### config.mk
export PLATFORM = sky130hd
export DESIGN_NAME = loss_monitor
export DESIGN_NICKNAME = d
export VERILOG_FILES = /design/src/rtl/loss_monitor.sv
export SDC_FILE = /design/constraint.sdc
export NUM_CORES = 1
export LEC_CHECK = 0
export CAP_MARGIN = 30
export CORE_UTILIZATION = 38
export DETAILED_ROUTE_END_ITERATION = 12
export GPL_TIMING_DRIVEN = 0
export PLACE_DENSITY = 0.54
export SETUP_SLACK_MARGIN = 0.15
export SLEW_MARGIN = 5
export SYNTH_ARGS = -nofsm -noshare
export SYNTH_HDL_FRONTEND = slang
export SYNTH_SLANG_ARGS = --single-unit
### constraint.sdc
create_clock -name clock -period 1.95 [get_ports clock]
set_input_delay 0.39 -clock clock [delete_from_list [all_inputs] [get_ports clock]]
set_output_delay 0.39 -clock clock [all_outputs]
set_load 0.01 [all_outputs]
### src/rtl/loss_monitor.sv
// ---------------------------------------------------------------------------
// loss_monitor
// Loss-of-lock detector for the PRBS checker. While the checker is locked it
// splits the stream of valid bits into consecutive windows of LOSS_WIN bits
// and counts mismatches inside the current window. When the errors already
// seen in the window plus the error on the current bit reach LOSS_THR,
// lose_lock is raised combinationally for that bit so the checker can drop
// back to HUNT on the same clock edge.
//
// Ports:
//   clock      system clock, rising edge
//   reset      asynchronous active-low reset
//   valid      current cycle carries a received bit
//   locked     checker is currently in the LOCKED state
//   err        current valid bit mismatched the local LFSR
//   lose_lock  this bit pushes the window error count to the threshold
// ---------------------------------------------------------------------------
module loss_monitor #(
    parameter int LOSS_WIN = 64,
    parameter int LOSS_THR = 8
) (
    input  logic clock,
    input  logic reset,
    input  logic valid,
    input  logic locked,
    input  logic err,
    output logic lose_lock
);

    localparam int WIN_W = (LOSS_WIN > 1) ? $clog2(LOSS_WIN) : 1;
    localparam int ERR_W = $clog2(LOSS_THR + 1);

    localparam logic [WIN_W-1:0] WIN_LAST = WIN_W'(LOSS_WIN - 1);
    localparam logic [WIN_W-1:0] WIN_ONE  = WIN_W'(1);
    localparam logic [ERR_W:0]   ERR_THR  = (ERR_W + 1)'(LOSS_THR);

    logic [WIN_W-1:0] win_cnt_reg, win_cnt_next;
    logic [ERR_W-1:0] win_err_reg, win_err_next;
    logic [ERR_W:0]   err_sum;
    logic             active;

    assign active  = valid && locked;
    // One spare bit so the sum can never wrap before the compare.
    assign err_sum = {1'b0, win_err_reg} + {{ERR_W{1'b0}}, err};

    always_comb begin
        lose_lock    = active && (err_sum >= ERR_THR);
        win_cnt_next = win_cnt_reg;
        win_err_next = win_err_reg;
        if (!locked) begin
            // Window always starts empty on the next lock.
            win_cnt_next = '0;
            win_err_next = '0;
        end else if (active) begin
            // Losing lock and hitting the window end on the same bit both
            // clear the window; the loss itself is reported via lose_lock.
            if (lose_lock || (win_cnt_reg == WIN_LAST)) begin
                win_cnt_next = '0;
                win_err_next = '0;
            end else begin
                win_cnt_next = win_cnt_reg + WIN_ONE;
                // err_sum is below the threshold here, so it fits ERR_W.
                win_err_next = err_sum[ERR_W-1:0];
            end
        end
    end

    always_ff @(posedge clock or negedge reset) begin
        if (!reset) begin
            win_cnt_reg <= '0;
            win_err_reg <= '0;
        end else begin
            win_cnt_reg <= win_cnt_next;
            win_err_reg <= win_err_next;
        end
    end

endmodule

# After elaboration in Yosys (flattened, before gate mapping)
# Cells that the tools add are included.
# totals
latch_bits	0
romBits	0
out_inout_bits	1
ram_bits	0
mem_count	0
regBits	10
elab_cells	16
in_bits	5
# op_classes
reduce_logical	3
n_div	0
bitwise_logic	0
n_lt_le_gt_ge	1
n_addsub	2
multipliers	0
n_shift	0
eq_ne	2
n_mux	6
# op_table
op	count
6-bit two-way mux	3
4-bit two-way mux	3
6-bit by 1-bit adder with 6-bit output (second input constant)	1
6-bit equality test (second input constant)	1
4-bit by 1-bit adder with 5-bit output	1
5-bit by 4-bit greater-or-equal comparator with 1-bit output (second input constant)	1
1-bit logical AND	2
2-bit by 1-bit != test with 1-bit output (second input constant)	1
1-bit logical OR	1

# Logic depth before layout (Yosys ltp)
# Gate-level depths: netlist of the first run.
# logic_depth
depth_word	7
mapped_depth	6
depth_no_buf	6

# Worst setup path after synthesis of the first run
# OpenSTA, ideal clock, no wires.
# synth_path
kind	input -> output
startpoint	in err
endpoint	out lose_lock
cell_stages	5
arrival_ns	1.413
path_buffers	0
slack_ns	0.147
cell_sequence	ha_1 -> ha_1 -> nor2b_2 -> a41oi_2 -> and2_2
# synth_between
elab_chain_len	3
# synth_lines
item	line	rtl
from (decl)	26	input logic err,
4-bit by 1-bit adder with 5-bit output	44	assign err_sum = {1'b0, win_err_reg} + {{ERR_W{1'b0}}, err};
5-bit by 4-bit greater-or-equal comparator with 1-bit output	47	lose_lock = active && (err_sum >= ERR_THR);
1-bit logical AND	47	
to (decl)	27	output logic lose_lock
# Every way passes these cells.

# Worst setup path after layout of the first run
# layout_path
startpoint	in valid
endpoint	out lose_lock
# layout_between
elab_chain_len	2
# layout_lines
item	line	rtl
from (decl)	24	input logic valid,
1-bit logical AND	42	assign active = valid && locked;
1-bit logical AND	47	
# Every way passes these cells.

==> results of run 1 <==
-- how the worst max path moves through the flow --
stage,start,slack [ns],cells after the start,end
3_3_place_gp,err,-0.90,7,lose_lock
2_1_floorplan,err,0.16,5,lose_lock
4_1_cts,win_err_reg[0]$_DFFE_PN0P_,0.03,6,lose_lock
6_report,valid,0.04,4,lose_lock
3_5_place_dp,err,-0.94,7,lose_lock
5_1_grt,win_err_reg[0]$_DFFE_PN0P_,-0.004,6,lose_lock
-- repair_timing --
action / in CTS / in global routing
buffers inserted: 2 / 1
pin swaps: 2 / 1
endpoints found under the setup margin: 10 / 1
gates resized for setup: 11 / 1
gates cloned: 0 / 0
-- routing by layer --
| metal | track usage | vias up | part of all wire |
|---|---|---|---|
| li1 | - | 229 | - |
| met1 | 0.189 | 253 | 0.41 |
| met2 | 0.281 | 10 | 0.53 |
| met3 | 0.0783 | 2 | 0.053 |
| met4 | 0.0194 | 0 | 0.0047 |
| met5 | 0 | - | 0 |
-- logic make-up after synthesis --
group           share of synthesized area
buf+inv                            0.0275
fa+ha+maj                          0.0636
compound gates                      0.278
simple gates                        0.191
flops                               0.424
mux                                0.0169
-- placed cells by master (no fill, tap or decap), types with 2 or more instances in the layout --
cell,count
a32o_1,4
and2_1,3
buf_4,3
clkbuf_4,3
clkdlybuf4s50_1,2
dfrtp_1,10
ha_4,2
inv_1,2
nand2_1,3
nand3_1,3
nor2b_1,2
-- Yosys cell counts, drive strengths merged --
master / count
dfrtp: 10
a32o: 4
and2: 4
ha: 3
nand2: 3
nand3: 3
nor2b: 3
a31oi: 2
inv: 2
a211o: 1
a21oi: 1
a22o: 1
a311oi: 1
a31o: 1
a41o: 1
a41oi: 1
and3: 1
buf: 1
clkbuf: 1
mux2i: 1
nand3b: 1
nand4b: 1
nor2: 1
nor4: 1
o21ai: 1
o2bb2ai: 1
o41ai: 1
or2: 1
-- power by group --
group	leakage, nW	internal [mW]	switching, mW
clock	0.0138	0.0710	0.0656
sequential	0.137	0.214	0.00753
combinational	0.169	0.0228	0.0239
-- layout make-up --
cell class / instances / share of cell area
Multi-Input combinational cell: 39 / 0.497
Sequential cell: 10 / 0.340
Timing Repair Buffer: 7 / 0.0849
Clock buffer: 3 / 0.0306
Tap cell: 15 / 0.0255
Buffer: 2 / 0.0119
Inverter: 2 / 0.0102
-- critical path: stages --
cell and delay, ns:
clkdlybuf4s50_1 0.62, and2_1 0.25, and2_4 0.16, buf_6 0.09
-- through the flow --
stage	TNS [ns]	util	worst slack (ns)	total power, mW
global placement	-2.98	0.484	-0.896	0.261
finish	0	0.539	0.0431	0.405
detailed placement	-3.43	0.484	-0.941	0.264
global route	-0.00378	0.539	-0.00378	0.423
CTS	0	0.529	0.0270	0.409
floorplan	0	-	0.163	0.245
==> summary.md, run 1 <==
| Metric | Value |
|---|---|
| Status | `finished clean` |
| Gr ovfl total | `0` |
| Die W | `41.4 µm` |
| Fraction of layout instances using a drive strength above 1 | `0.254` |
| Leakage power | `0.320 nW` |
| Worst clock skew | `0.0110 ns` |
| Synthesis Warnings | `0` |
| DRT Pass-1 Iters | `4` |
| CORE AREA | `0.00137 mm²` |
| Register-to-Register Path Depth | `7` |
| Max Fclk | `524 MHz` |
| Setup repair after global routing missed its margin | `true` |
| Worst Tran Pin Value | `0.452 ns` |
| Routed wire length | `1.28 mm` |
| CTS Hold Bufs | `0` |
| Number of synthesized register bits | `10` |
| Max VDD drop | `0.312 mV` |
| Drt drc | `0` |
| Fin. Hold Viols | `0` |
| CTS sink cnt | `10` |
| Clock period minus worst slack | `1.91 ns` |
| Syn_nets | `61` |
| Ant diodes | `0` |
| Critical path capture point type | `output pin` |
| Placed cell areas | `661 µm²` |
| Period utilization | `0.978` |
| Wire per inst | `16.4 µm` |
| Slew Limit Fails | `0` |
| Max cap viols | `0` |
| Syn avg cell area | `11.1 µm²` |
| Reg area | `250 µm²` |
| Startpoint Class | `input pin` |
| Largest net degree at the start of global routing | `11` |
| Data arrival time of the critical path | `1.52 ns` |
| Synth unique cells | `31` |
| Initial Util | `0.432` |
| Vias in the first global route | `497` |
| Tot GR Track Use | `0.164` |
| Port Buffers | `4` |
| FF-to-FF End | `win_cnt_reg[5]$_DFFE_PN0P_` |
| Area of the multi-input gates | `367 µm²` |
| First-pass GRT wire length | `2.15 mm` |
| Mapped cell area | `591 µm²` |
| Rel. slew slack | `0.698` |
| Gate Count Post-Synth | `53` |
| Antenna-violating nets left | `0` |
| Max Root-Sink Buffers | `2` |
| Worst-path clk slew | `0.07 ns` |
| Htree depth | `1` |
| Largest area contributor in the netlist | `dfrtp_1` |
| Fin nets | `73` |
| Min-Delay Path Class | `input pin to asynchronous set/reset pin` |
| DP HPWL | `876 µm` |
| Pwr Density | `549 mW/mm²` |
| Initial antenna violation count | `0` |
| Post-route insts no fill | `78` |
| Hold slack | `0.438 ns` |
| RR Startpoint | `win_err_reg[0]$_DFFE_PN0P_` |
| Num rows | `13` |
| CP Max Fanout | `7` |
| CTS tree | `done` |
| Max reg flops | `6` |
| WP data required | `1.56 ns` |
| Routability cong. | `0.747` |
| Worst-Skew Late Latency | `0.26 ns` |
| Synth area leaders | `dfrtp_1 (42%), a32o_1 (6.8%), ha_1 (6.4%), a31oi_4 (3.6%), and2_1 (3.2%)` |
| DRT iter0 DRCs | `7` |
| Setup-failing EPs final | `0` |
| Synth top area share | `0.424` |
| Die Area | `0.00172 mm²` |
| Finished Cell Area | `737 µm²` |
| Sequential cell area fraction in the yosys report | `0.424` |
| # IOs | `6` |
| Layout filler cell count | `124` |
| Via count | `494` |
| Area Growth Syn to Fin | `24.8%` |
| Clock buffer count from CTS | `3` |
| Dpl cells | `72` |
| R2r setup slk | `0.27 ns` |
| Die H | `41.4 µm` |
| Setup CP Type | `input pin to output pin` |
| Via density | `6.33` |
| Clock tree root buffer cell | `clkbuf_4` |
Note: power is estimated with default switching activity, not from simulation.
==> run 2, diff against run 1 <==
REMOVE_ABC_BUFFERS = 1   (was unset)
==> run 2 against run 1 <==
Non-clock buffer count down 1; critical path depth grew 2; design area rose by 1.9%; hold slack better by 0.016 ns; register-to-register slack got worse by 0.04 ns; utilization up 1.0 points; first-iteration DRC count shrank 29%; combinational power about the same; routed wire length up 6.0%; critical endpoint unchanged; largest cell class unchanged; largest power group unchanged; highest routed layer unchanged.
==> summary.md, run 2 (synthesis results as in run 1) <==
| Metric | Value |
|---|---|
| Status | `finished clean` |
| Area Growth Syn to Fin | `27.1%` |
| Die W | `41.4 µm` |
| # IOs | `6` |
| Clock buffer count from CTS | `3` |
| Period utilization | `0.994` |
| Sw Pwr | `102 µW` |
| RR Startpoint | `win_err_reg[0]$_DFFE_PN0P_` |
| Initial Util | `0.432` |
| Die Area | `0.00172 mm²` |
| Slew Limit Fails | `0` |
| Routability cong. | `0.777` |
| Met1 Resource Use GR | `0.221` |
| Die H | `41.4 µm` |
| Hold slack | `0.454 ns` |
| DP HPWL | `908 µm` |
| Routing usage on met2 | `0.256` |
| Fraction of layout instances using a drive strength above 1 | `0.254` |
| Clock period minus worst slack | `1.94 ns` |
| Most common cell after layout, fill and taps aside | `dfrtp_1` |
| Pwr Density | `602 mW/mm²` |
| Finished Cell Area | `751 µm²` |
| CTS tree | `done` |
| Via count | `495` |
| Max reg flops | `6` |
| Initial antenna violation count | `0` |
| Worst clock skew | `0.00310 ns` |
| CTS sink cnt | `10` |
| Rel. slew slack | `0.622` |
| Fin nets | `72` |
| Min-Delay Path Class | `input pin to asynchronous set/reset pin` |
| Setup repair after global routing missed its margin | `true` |
| Ant diodes | `0` |
| Via density | `6.35` |
| Worst-path clk slew | `0.07 ns` |
| Sw Ratio | `0.226` |
| Setup CP Type | `flip-flop to output pin` |
| CP Max Fanout | `3` |
| TNS Setup | `0 ns` |
| Worst Tran Pin Value | `0.566 ns` |
| Gr ovfl total | `0` |
| Layout filler cell count | `121` |
| Crit path from | `win_err_reg[0]$_DFFE_PN0P_` |
| DRT Pass-1 Iters | `4` |
| Setup-failing EPs final | `0` |
| Drt drc | `0` |
| Tot GR Track Use | `0.166` |
| Htree depth | `1` |
| Combinational share of power | `0.104` |
| Crit-path slowest cell | `dfrtp_1` |
| Data arrival time of the critical path | `1.55 ns` |
| Num rows | `13` |
| Crit-path max cell delay | `0.41 ns` |
| Max cap viols | `0` |
| Max Root-Sink Buffers | `2` |
| Post-route insts no fill | `78` |
| Leakage power | `0.327 nW` |
| Routed wire length | `1.35 mm` |
| Port Buffers | `5` |
| Clock tree root buffer cell | `clkbuf_4` |
| Max VDD drop | `0.408 mV` |
| CTS Hold Bufs | `0` |
| Placed cell areas | `651 µm²` |
| Vias in the first global route | `477` |
| Startpoint Class | `flip-flop` |
| GR Layer Usage met3 | `0.0391` |
| Critical path capture point type | `output pin` |
| Largest net degree at the start of global routing | `11` |
| WP data required | `1.56 ns` |
| Worst-Skew Late Latency | `0.26 ns` |
| Wire per inst | `17.3 µm` |
| Cell family with most CP delay | `flip-flops` |
| Crit path cell chain | `ha_4 -> ha_4 -> nor2b_4 -> a41oi_4 -> and2_4 -> buf_6` |
| Critical Path Most Common Cell | `ha_4` |
| Max Fclk | `516 MHz` |
| Bufs and invs on worst path | `1` |
| Fin. Hold Viols | `0` |
| DRT iter0 DRCs | `5` |
| CORE AREA | `0.00137 mm²` |
| Most used routing layer in global routing | `met2` |
| Antenna-violating nets left | `0` |
| Dpl cells | `71` |
| Power share of the clock group | `0.406` |
| First-pass GRT wire length | `2.21 mm` |
| Most frequent cells in the layout | `dfrtp_1 (10), a32o_1 (4)` |
| Total internal power | `350 µW` |
| Sequential power share | `0.490` |
| Overall power | `452 µW` |
==> run 2: cell count changes in the layout (fill, tap and decap cells not counted), sizes merged <==
cell	before	now
buf	5	4
dlygate4sd2	1	2
==> run 2: metal layers <==
metal | vias up | wire length (µm)
met2 | 8 | 671
met5 | - | 0
met1 | 252 | 610
met4 | 0 | 23
li1 | 231 | -
met3 | 4 | 48
==> run 2: path summary, 6_finish.rpt <==
| kind | to | slack (ns) | depth (start not counted) |
|---|---|---|---|
| max | lose_lock | 0.01 | 6 |
| min | win_err_reg[3]$_DFFE_PN0P_ | 0.45 | 1 |
| max reg2reg | win_err_reg[2]$_DFFE_PN0P_ | 0.23 | 7 |
| min reg2reg | win_cnt_reg[1]$_DFFE_PN0P_ | 0.54 | 1 |
| max in group asynchronous | win_cnt_reg[3]$_DFFE_PN0P_ | 1.17 | 1 |
| min in group clock | win_cnt_reg[1]$_DFFE_PN0P_ | 0.54 | 1 |
==> run 2: layout make-up <==
cell class              count  area [µm²]  area share
inverters                   2        7.51      0.0100
clock buffers               4        36.3      0.0483
well taps                  15        18.8      0.0250
repair buffers              8        71.3      0.0950
flip-flops and latches     10         250       0.333
multi-input cells          39         367       0.488
==> run 2: power groups by stage <==
stage | logic [mW] | registers [mW] | clock network (mW)
CTS | 0.0431 | 0.221 | 0.189
global placement | 0.0373 | 0.223 | 0
floorplan | 0.0189 | 0.222 | 0
detailed placement | 0.0393 | 0.224 | 0
finish | 0.0469 | 0.221 | 0.184
global route | 0.0524 | 0.223 | 0.199
==> run 2: through the flow <==
stage	utilization	setup WS, ns
finish	0.549	0.0113
global route	0.549	-0.0280
CTS	0.539	0.0359
detailed placement	0.476	-0.948
global placement	0.476	-0.940
floorplan	-	0.147
==> run 2: repair_timing <==
item / 4_1_cts / 5_1_grt
endpoints found under the hold margin: 0 / 0
cloned: 0 / 0
setup buffers: 2 / 1
gates resized for setup: 13 / 1
pin swaps: 2 / 0
setup endpoints to repair: 10 / 1
==> run 3, diff against run 2 <==
CORE_UTILIZATION = 40   (was 38)
PLACE_DENSITY = 0.64   (was 0.54)
==> run 3 against run 2 <==
Non-clock buffer count stayed put; sequential power hardly changed; die area is 4.7% lower; critical path type unchanged; critical endpoint unchanged; largest power group unchanged.
==> summary.md, run 3 (synthesis results as in run 1) <==
| Metric | Value |
|---|---|
| Gr ovfl total | `0` |
| First-pass GRT wire length | `2.10 mm` |
| Largest net degree at the start of global routing | `11` |
| Fin nets | `72` |
| CTS Hold Bufs | `0` |
| # IOs | `6` |
| Crit path cell chain | `ha_4 -> ha_4 -> nor2b_4 -> a41oi_4 -> and2_4 -> buf_6` |
| Layout filler cell count | `111` |
| TNS Setup | `0 ns` |
| Data arrival time of the critical path | `1.52 ns` |
| Wire per inst | `16.2 µm` |
| Rel. slew slack | `0.625` |
| Fraction of layout instances using a drive strength above 1 | `0.254` |
| Pwr Density | `602 mW/mm²` |
| Die Area | `0.00163 mm²` |
| Fin. Hold Viols | `0` |
| Clock period minus worst slack | `1.91 ns` |
| Initial antenna violation count | `0` |
| Critical path capture point type | `output pin` |
| Vias in the first global route | `459` |
| WP data required | `1.56 ns` |
| Worst-Skew Late Latency | `0.26 ns` |
| Most frequent cells in the layout | `dfrtp_1 (10), a32o_1 (4)` |
| DRT iter0 DRCs | `17` |
| Max reg flops | `6` |
| Die W | `40.4 µm` |
| Core Util, Final | `0.563` |
| Worst Tran Pin Value | `0.562 ns` |
| Leakage power | `0.328 nW` |
| Clock buffer count from CTS | `3` |
| DRT Pass-1 Iters | `4` |
| Clock tree root buffer cell | `clkbuf_4` |
| CP Max Fanout | `3` |
| Area Growth Syn to Fin | `27.1%` |
| Startpoint Class | `flip-flop` |
| R2r setup slk | `0.27 ns` |
| Setup-failing EPs final | `0` |
| Setup repair after global routing missed its margin | `true` |
| Ant diodes | `0` |
| Crit path from | `win_err_reg[0]$_DFFE_PN0P_` |
| Worst clock skew | `0.00235 ns` |
| Via density | `6.01` |
| Max VDD drop | `0.375 mV` |
| Antenna-violating nets left | `0` |
| Die H | `40.4 µm` |
| RR Startpoint | `win_err_reg[0]$_DFFE_PN0P_` |
| Crit-path max cell delay | `0.41 ns` |
| Status | `finished clean` |
| Max Root-Sink Buffers | `2` |
| Setup CP Type | `flip-flop to output pin` |
| Port Buffers | `5` |
| FF-to-FF End | `win_err_reg[2]$_DFFE_PN0P_` |
| Via count | `469` |
| Period utilization | `0.978` |
| Slew Limit Fails | `0` |
| Num rows | `13` |
| CORE AREA | `0.00133 mm²` |
| Min-Delay Path Class | `input pin to asynchronous set/reset pin` |
| Initial Util | `0.443` |
| Most common cell after layout, fill and taps aside | `dfrtp_1` |
| CTS sink cnt | `10` |
| Max cap viols | `0` |
| Routed wire length | `1.26 mm` |
| Register-to-Register Path Depth | `7` |
| Critical Path Most Common Cell | `ha_4` |
| CTS tree | `done` |
| Drt drc | `0` |
| DP HPWL | `795 µm` |
| Htree depth | `1` |
| Max Fclk | `524 MHz` |
| Worst-path clk slew | `0.07 ns` |
| Finished Cell Area | `751 µm²` |
| Placed cell areas | `651 µm²` |
| Tot GR Track Use | `0.210` |
| Crit-path slowest cell | `dfrtp_1` |
| Routability cong. | `0.761` |
| Hold slack | `0.445 ns` |
## run 3: cell counts in the layout (fill, tap and decap cells not counted)
No cell type changed its count.
## run 3: worst max-delay path by stage
| stage | to | slack, ns | depth (start not counted) |
|---|---|---|---|
| 2_1_floorplan | lose_lock | 0.15 | 5 |
| 3_3_place_gp | lose_lock | -0.97 | 7 |
| 3_5_place_dp | lose_lock | -1.00 | 7 |
| 4_1_cts | lose_lock | 0.03 | 6 |
| 5_1_grt | lose_lock | -0.03 | 6 |
| 6_report | lose_lock | 0.04 | 6 |
## run 3: power breakdown
group	internal (mW)	total, mW	switching (mW)
logic	0.0209	0.0434	0.0224
clock network	0.113	0.188	0.0745
registers	0.214	0.221	0.00735
total	0.348	0.452	0.104
## run 3: worst max-delay path: cells and delay by family (launching register included)
| kind | cells | cell delay [ns] |
|---|---|---|
| simple gates | 2 | 0.28 |
| flops | 1 | 0.41 |
| compound gates | 1 | 0.10 |
| fa+ha+maj | 2 | 0.35 |
| buf+inv | 1 | 0.11 |
## run 3: layer usage
| layer | GRT usage | share of wire |
|---|---|---|
| met1 | 0.268 | 0.49 |
| met2 | 0.290 | 0.47 |
| met3 | 0.100 | 0.029 |
| met4 | 0.108 | 0.010 |
| met5 | 0 | 0 |
## run 3: what timing repair did
item	in CTS	in global routing
pin swaps	2	2
gates resized for setup	14	0
setup buffers	3	0
endpoints found under the setup margin	10	1
## run 3: cell type report
type	count	area [µm²]	area share
well taps	15	18.8	0.0250
repair buffers	8	71.3	0.0950
clock buffers	4	36.3	0.0483
inverters	2	7.51	0.0100
flip-flops and latches	10	250	0.333
multi-input cells	39	367	0.488
## run 3: per-stage QoR
stage | setup WS (ns) | power (mW) | std cells
global route | -0.0346 | 0.486 | 78
global placement | -0.967 | 0.262 | 71
CTS | 0.0289 | 0.458 | 78
finish | 0.0428 | 0.452 | 78
floorplan | 0.147 | 0.241 | 51
detailed placement | -1.00 | 0.263 | 71
